===== src/rtl/range_adjust_pipe_if.sv =====
// Stream and configuration bundle for range_adjust_pipe.
// master: the side that feeds beats/config and sinks results; slave: the adjuster itself.
interface range_adjust_pipe_if #(
    parameter int unsigned W = 4
) ();
    logic         in_valid;
    logic [W-1:0] in_data;
    logic         in_ready;
    logic         out_valid;
    logic [W-1:0] out_data;
    logic         out_ready;
    logic [1:0]   out_region;
    logic         cfg_wr;
    logic [W-1:0] cfg_lo;
    logic [W-1:0] cfg_hi;

    modport master (
        output in_valid, in_data, out_ready, cfg_wr, cfg_lo, cfg_hi,
        input  in_ready, out_valid, out_data, out_region
    );

    modport slave (
        input  in_valid, in_data, out_ready, cfg_wr, cfg_lo, cfg_hi,
        output in_ready, out_valid, out_data, out_region
    );
endinterface


===== src/rtl/range_adjust_pipe.sv =====
// range_adjust_pipe: single registered stage that nudges each value toward a
// configurable band. Below lo -> +STEP (saturating), inside [lo,hi) -> -STEP
// (saturating at 0), otherwise passed through. Optional per-region statistics
// counters are built when RANGE_ADJUST_STATS_EN is defined.
module range_adjust_pipe #(
    parameter int unsigned W      = 4,
    parameter int unsigned STEP   = 1,
    parameter int unsigned LO_RST = 6,
    parameter int unsigned HI_RST = 11,
    parameter int unsigned CW     = 16
) (
    input  logic              clk,
    input  logic              rst_n,
    range_adjust_pipe_if.slave bus
`ifdef RANGE_ADJUST_STATS_EN
    ,
    input  logic              stat_clr,
    output logic [CW-1:0]     cnt_inc,
    output logic [CW-1:0]     cnt_dec,
    output logic [CW-1:0]     cnt_pass
`endif
);
    typedef enum logic [1:0] {
        RegInc  = 2'b00,
        RegDec  = 2'b01,
        RegPass = 2'b10
    } region_e;

    logic [W-1:0] lo_q, lo_d;
    logic [W-1:0] hi_q, hi_d;
    logic [W-1:0] data_q, data_d;
    region_e      region_q, region_d;
    logic         valid_q, valid_d;

    logic         ready;
    logic         accept;
    region_e      in_region;
    logic [W-1:0] adj;
    logic [W:0]   sum;
    logic [W:0]   diff;

    assign ready          = !valid_q || bus.out_ready;
    assign accept         = bus.in_valid && ready;
    assign bus.in_ready   = ready;
    assign bus.out_valid  = valid_q;
    assign bus.out_data   = data_q;
    assign bus.out_region = region_q;

    // Classify the incoming value and compute its adjusted result at W+1 bits.
    always_comb begin
        sum  = {1'b0, bus.in_data} + (W+1)'(STEP);
        diff = {1'b0, bus.in_data} - (W+1)'(STEP);
        if (bus.in_data < lo_q) begin
            in_region = RegInc;
            adj       = sum[W] ? '1 : sum[W-1:0];
        end else if (bus.in_data < hi_q) begin
            in_region = RegDec;
            // Top bit set means the subtraction borrowed.
            adj       = diff[W] ? '0 : diff[W-1:0];
        end else begin
            in_region = RegPass;
            adj       = bus.in_data;
        end
    end

    // Next state of the output register and thresholds.
    always_comb begin
        valid_d  = valid_q;
        data_d   = data_q;
        region_d = region_q;
        if (accept) begin
            valid_d  = 1'b1;
            data_d   = adj;
            region_d = in_region;
        end else if (bus.out_ready) begin
            valid_d  = 1'b0;
        end
        // New thresholds only affect beats accepted on later edges.
        lo_d = bus.cfg_wr ? bus.cfg_lo : lo_q;
        hi_d = bus.cfg_wr ? bus.cfg_hi : hi_q;
    end

    // State registers with synchronous reset.
    always_ff @(posedge clk) begin
        if (!rst_n) begin
            valid_q  <= 1'b0;
            data_q   <= '0;
            region_q <= RegInc;
            lo_q     <= W'(LO_RST);
            hi_q     <= W'(HI_RST);
        end else begin
            valid_q  <= valid_d;
            data_q   <= data_d;
            region_q <= region_d;
            lo_q     <= lo_d;
            hi_q     <= hi_d;
        end
    end

`ifdef RANGE_ADJUST_STATS_EN
    logic [CW-1:0] inc_q, inc_d;
    logic [CW-1:0] dec_q, dec_d;
    logic [CW-1:0] pass_q, pass_d;

    function automatic logic [CW-1:0] sat_inc(input logic [CW-1:0] c);
        return (c == '1) ? c : c + CW'(1);
    endfunction

    // Count accepted beats per region; clear wins over a coincident beat.
    always_comb begin
        inc_d  = inc_q;
        dec_d  = dec_q;
        pass_d = pass_q;
        if (stat_clr) begin
            inc_d  = '0;
            dec_d  = '0;
            pass_d = '0;
        end else if (accept) begin
            case (in_region)
                RegInc:  inc_d  = sat_inc(inc_q);
                RegDec:  dec_d  = sat_inc(dec_q);
                default: pass_d = sat_inc(pass_q);
            endcase
        end
    end

    // Counter registers with synchronous reset.
    always_ff @(posedge clk) begin
        if (!rst_n) begin
            inc_q  <= '0;
            dec_q  <= '0;
            pass_q <= '0;
        end else begin
            inc_q  <= inc_d;
            dec_q  <= dec_d;
            pass_q <= pass_d;
        end
    end

    assign cnt_inc  = inc_q;
    assign cnt_dec  = dec_q;
    assign cnt_pass = pass_q;
`else
    // Counter width has no role without the statistics block.
    logic unused_cw;
    assign unused_cw = (CW == 0);
`endif
endmodule

===== src/flat_wrapper.sv =====
// flat-port wrapper written by rule: the top's interface ports become plain ports
module range_adjust_pipe_flat 
#(
    parameter int unsigned W      = 4,
    parameter int unsigned STEP   = 1,
    parameter int unsigned LO_RST = 6,
    parameter int unsigned HI_RST = 11,
    parameter int unsigned CW     = 16
)
  (clk, rst_n, bus_in_valid, bus_in_data, bus_out_ready, bus_cfg_wr, bus_cfg_lo, bus_cfg_hi, bus_in_ready, bus_out_valid, bus_out_data, bus_out_region);
  range_adjust_pipe_if #(.W(W)) bus_i ();
  input  logic clk;
  input  logic rst_n;
  input wire logic [$bits(bus_i.in_valid)-1:0] bus_in_valid;
  input wire logic [$bits(bus_i.in_data)-1:0] bus_in_data;
  input wire logic [$bits(bus_i.out_ready)-1:0] bus_out_ready;
  input wire logic [$bits(bus_i.cfg_wr)-1:0] bus_cfg_wr;
  input wire logic [$bits(bus_i.cfg_lo)-1:0] bus_cfg_lo;
  input wire logic [$bits(bus_i.cfg_hi)-1:0] bus_cfg_hi;
  output wire logic [$bits(bus_i.in_ready)-1:0] bus_in_ready;
  output wire logic [$bits(bus_i.out_valid)-1:0] bus_out_valid;
  output wire logic [$bits(bus_i.out_data)-1:0] bus_out_data;
  output wire logic [$bits(bus_i.out_region)-1:0] bus_out_region;
  assign bus_i.in_valid = bus_in_valid;
  assign bus_i.in_data = bus_in_data;
  assign bus_i.out_ready = bus_out_ready;
  assign bus_i.cfg_wr = bus_cfg_wr;
  assign bus_i.cfg_lo = bus_cfg_lo;
  assign bus_i.cfg_hi = bus_cfg_hi;
  assign bus_in_ready = bus_i.in_ready;
  assign bus_out_valid = bus_i.out_valid;
  assign bus_out_data = bus_i.out_data;
  assign bus_out_region = bus_i.out_region;
  range_adjust_pipe #(.W(W), .STEP(STEP), .LO_RST(LO_RST), .HI_RST(HI_RST), .CW(CW)) u_core (.clk(clk), .rst_n(rst_n), .bus(bus_i));
endmodule

===== config.mk =====
export PLATFORM = sky130hd
export DESIGN_NAME = range_adjust_pipe_flat
export DESIGN_NICKNAME = d
export VERILOG_FILES = /design/src/rtl/range_adjust_pipe_if.sv /design/src/rtl/range_adjust_pipe.sv /design/src/flat_wrapper.sv
export SDC_FILE = /design/constraint.sdc
export NUM_CORES = 1
export LEC_CHECK = 0
export BUFFER_PORTS_ARGS = -buffer_cell sky130_fd_sc_hd__buf_2
export CORE_MARGIN = 5
export CORE_UTILIZATION = 34
export CTS_CLUSTER_DIAMETER = 200
export DETAILED_ROUTE_END_ITERATION = 7
export PLACE_DENSITY = 0.57
export SYNTH_ARGS = -nofsm -noshare
export SYNTH_HDL_FRONTEND = slang
export SYNTH_SLANG_ARGS = --single-unit

===== constraint.sdc =====
create_clock -name clk -period 2.7 [get_ports clk]
set_clock_uncertainty 0.15 [all_clocks]
set_input_delay 0.675 -clock clk [delete_from_list [all_inputs] [get_ports clk]]
set_output_delay 0.675 -clock clk [all_outputs]
set_load 0.1 [all_outputs]

* After elaboration in Yosys (flattened, before gate mapping) *
Index checks and enable logic that the tools add are counted.
Widths: inputs -> output; s select.

cells by class
  $add $sub $neg = 2
  $lt $le $gt $ge = 2
  multiplexer cells = 8
  reduce and logical (&&, ||, !) cells = 4

operator list
  cell                 count
  $mux 4               4
  $lt 4x4->1           2
  $add 4x1->5 const B  1
  $sub 4x1->5 const B  1
  $mux 2               2
  $mux 1               2
  $reduce_bool 2->1    1
  $logic_and 1x1->1    1
  $logic_not 1->1      1
  $logic_or 1x1->1     1

storage, ports and cells
  register bits after elaboration = 15
  input bits = 17
  output and inout bits = 8

* Longest topological paths before layout *
  depth in word-level cells = 4
  depth in mapped cells = 7

* Worst setup path after synthesis *
Ideal clock, no wire load.

  kind = register to register
  start point = reg u_core.valid_q, in the netlist u_core.bus.out_valid
  end point = reg u_core.data_q[1], in the netlist u_core.bus.out_data[1]
  data arrival time = 2.656 ns
  path slack = -0.181 ns
  cell stages (with the launch flop) = 7
  path buffers = 1
  period minus slack after synthesis = 2.881 ns
  cells stage by stage = dfxtp_1 > nand2b_1 > and2_1 > buf_2 > nand2_1 > o21ai_0 > a31oi_1

between the ends
  cells in the longest elaborated chain, start to end = 3

RTL lines
  element                 RTL line                 text
  start, declared         range_adjust_pipe.sv:33  logic valid_q, valid_d;
  start signal, assigned  range_adjust_pipe.sv:92  valid_q <= valid_d;
  $logic_not 1->1         range_adjust_pipe.sv:42  assign ready = !valid_q || bus.out_ready;
  $logic_or 1x1->1        range_adjust_pipe.sv:42
  via bus_in_ready        flat_wrapper.sv:20       output wire logic [$bits(bus_i.in_ready)-1:0] bus_in_ready;
  $logic_and 1x1->1       range_adjust_pipe.sv:43  assign accept = bus.in_valid && ready;
  end signal, assigned    range_adjust_pipe.sv:93  data_q <= data_d;
  end, declared           range_adjust_pipe.sv:31  logic [W-1:0] data_q, data_d;

The timed path passes the listed nets, and every way through them passes these cells.
A chain may end at the register's enable or synchronous reset.

* Final worst setup path *
  start point = in bus_out_ready
  end point = out bus_in_ready

between the ends
  cells in the longest elaborated chain, start to end = 1

RTL lines
  element           RTL line                 text
  start, declared   flat_wrapper.sv:16       input wire logic [$bits(bus_i.out_ready)-1:0] bus_out_ready;
  $logic_or 1x1->1  range_adjust_pipe.sv:42
  end, declared     flat_wrapper.sv:20

Every way passes these cells.

==> impl_metrics.py <==
metrics = {
    "status": {
        "outcome": "finished, final reports clean",
    },
    "global_route": {
        "overflow": 0,
        "grt_use_total_pct": 11.3,
        "grt_max_degree": 16,
        "grt_pass1_vias": 758,
        "grt_pass1_wl_um": 3170,
        "antenna_found_initial": 0,
    },
    "synthesis": {
        "synth_area_per_cell_um2": 8.64,
        "synth-seq-area-share_pct": 33.4,
        "synthArstFlopShare_pct": 0,
        "synth-edff-count": 0,
        "synth_cell_type_count": 30,
        "synthFlopType": "dfxtp_1",
        "synth_largest_type_area_fraction_pct": 33.4,
        "yosysMostFrequentCell": "dfxtp_1",
        "synth_area_leaders": "dfxtp_1 33%, ha_1 11%, mux2i_1 7.8%, o21ai_0 5.6%, o211ai_1 5.0%",
        "ys_ff_latch": 15,
        "synth_top_area_cell": "dfxtp_1",
        "synth.cell_area_um2": 898,
        "syn_nets": 129,
        "yosysWarnings": 0,
        "synthTopCellsByCount": "15 x dfxtp_1, 10 x inv_1, 10 x o21ai_0",
        "netlist_instances": 104,
    },
    "pwr": {
        "power_leakage_nw": 0.515,
        "intPower_mw": 0.350,
        "p_seq_share_pct": 43.4,
        "powerDensity_nw_per_um2": 533,
        "clkPwrFrac_pct": 23.2,
        "ir_worst_vdd_mv": 0.232,
        "switching_power_mw": 0.213,
        "finalPower_mw": 0.563,
        "p_sw_share_pct": 37.8,
        "power_frac_comb_pct": 33.3,
    },
    "timing": {
        "rsz0062_at_grt": "no",
        "period_share_pct": 77.8,
        "finalHoldViolCount": 0,
        "max_freq_mhz": 476,
        "finalSetupTns_ns": 0,
        "layout_min_cycle_time_ns": 2.10,
        "whs_ns": 0.324,
        "worst_slew_pin_slew_ns": 0.486,
        "maxSlewViolCount": 0,
        "max_slew_margin_pct": 67.8,
        "setup_violations": 0,
    },
    "final_layout": {
        "area_delta_synth_final_pct": 17.5,
        "stdcell_area_um2": 1060,
        "final_layout_size_suffix_gt1_share_pct": 26.0,
        "num_antenna_cells": 0,
        "final_util_pct": 42.2,
        "nets": 153,
    },
    "place": {
        "place_area_um2": 1030,
        "io_buffer_count": 24,
        "hpwl_um": 1420,
        "gp_congestion": 0.811,
    },
    "clocking": {
        "htreeDepth": 1,
        "clock-sinks": 15,
        "cts_tree": "done",
        "post_cts.repair.setup_buffers": 0,
        "cts_root_buf": "clkbuf_4",
        "cts_resized": 0,
        "cts_buffers": 3,
        "clk_pin_slew_ns": 0.09,
        "clk-insertion-delay-late_ns": 0.29,
        "hold_buffers": 0,
        "clk_path_buf_depth": 2,
    },
    "route": {
        "wirelength_um": 1820,
        "vias": 790,
        "drcViolationCount": 0,
        "postRouteAntennaNets": 0,
        "drtIter0Drc": 18,
        "wire_per_inst_um": 11.6,
        "vias_per_cell": 5.03,
        "dr.pass1.iters": 4,
    },
    "worst_setup_path": {
        "end_kind": "output pin",
        "cp_data_arrival_time_ns": 1.27,
        "path_class": "in -> out",
        "worstPathMaxFanout": 3,
        "crit_path_start_kind": "primary input",
        "crit_required_ns": 1.88,
    },
    "floorplan": {
        "rows": 18,
        "core_area_um2": 2500,
        "io_pins": 25,
        "dieArea_um2": 3770,
        "die_h_um": 61.4,
        "die_w_um": 61.4,
        "initial_core_util_pct": 35.9,
    },
    "min_path": {
        "min_path_type": "reg -> reg",
    },
    "flow_run": {
        "drv_cap": 0,
    },
}
-- power by group through the flow --
| stage | combinational (mW) | sequential, mW | clock (mW) |
|---|---|---|---|
| 2_1_floorplan | 0.0852 | 0.314 | 0 |
| 3_3_place_gp | 0.187 | 0.249 | 0 |
| 3_5_place_dp | 0.189 | 0.250 | 0 |
| 4_1_cts | 0.189 | 0.245 | 0.138 |
| 5_1_grt | 0.206 | 0.247 | 0.149 |
| 6_report | 0.188 | 0.245 | 0.131 |
-- layer usage --
layer | wire length, um | vias up | global-route usage [%] | part of all wire [%]
met5 | 0 | - | 0 | 0
met4 | 43 | 0 | 5.45 | 2.4
met3 | 101 | 5 | 2.52 | 5.6
met2 | 850 | 17 | 18.1 | 47
met1 | 820 | 360 | 14.2 | 45
li1 | - | 408 | - | -
-- worst paths after layout --
path,from,to,slack [ns],cells past startpoint
setup reg to reg,u_core.hi_q[3],u_core.bus.out_data[0],0.88,7
hold / removal,u_core.hi_q[0],u_core.hi_q[0],0.32,2
setup / recovery,bus_out_ready,bus_in_ready,0.60,3
hold reg to reg,u_core.hi_q[0],u_core.hi_q[0],0.32,2
-- through the flow --
step,std cells,setup slack [ns]
CTS,157,0.600
finish,157,0.600
global placement,153,0.386
global route,157,0.502
detailed placement,153,0.329
floorplan,104,0.161
-- layout by cell type (no fill, tap or decap), drive strengths merged --
cell | netlist | layout
nand3 | 4 | 4
nand2 | 9 | 9
and2b | 1 | 1
mux2i | 7 | 7
nor3 | 1 | 1
nand2b | 2 | 2
inv | 10 | 10
or3 | 1 | 1
o21ai | 11 | 11
o211ai | 6 | 6
a31oi | 1 | 1
a21o | 1 | 1
ha | 8 | 8
clkbuf | 1 | 4
buf | 4 | 24
dfxtp | 15 | 15
a21boi | 1 | 1
nor2b | 5 | 5
a221oi | 2 | 2
nor2 | 5 | 5
nand3b | 1 | 1
a222oi | 1 | 1
and2 | 2 | 2
nor3b | 3 | 3
a21oi | 2 | 2
-- worst max-delay path, stage by stage --
cell	delay, ns
buf_2	0.07
nand2b_2	0.11
buf_2	0.42
-- sequential cells by signal, indices dropped and copies added, names as in the netlist --
register / flops
u_core.bus.out_data: 4
u_core.hi_q: 4
u_core.lo_q: 4
u_core.bus.out_region: 2
u_core.bus.out_valid: 1
-- logic make-up (layout without fill, tap and decap cells) --
family	count (synthesis)	in the layout	synth area share [%]
muxes	7	7	7.80
DFF	15	15	33.4
adders and majority gates	8	8	11.1
and+or+nand+nor	34	34	21.2
AOI/OAI and AO/OA	25	25	19.1
buffers and inverters	15	38	7.38
-- area by class of cell --
| class | instances | area [um^2] |
|---|---|---|
| Clock buffer | 4 | 26.3 |
| Fill cell | 264 | 1440 |
| Inverter | 10 | 37.5 |
| Multi-Input combinational cell | 74 | 534 |
| Sequential cell | 15 | 300 |
| Tap cell | 30 | 37.5 |
| Timing Repair Buffer | 24 | 120 |
No activity file was read; power rests on OpenSTA's default activity.
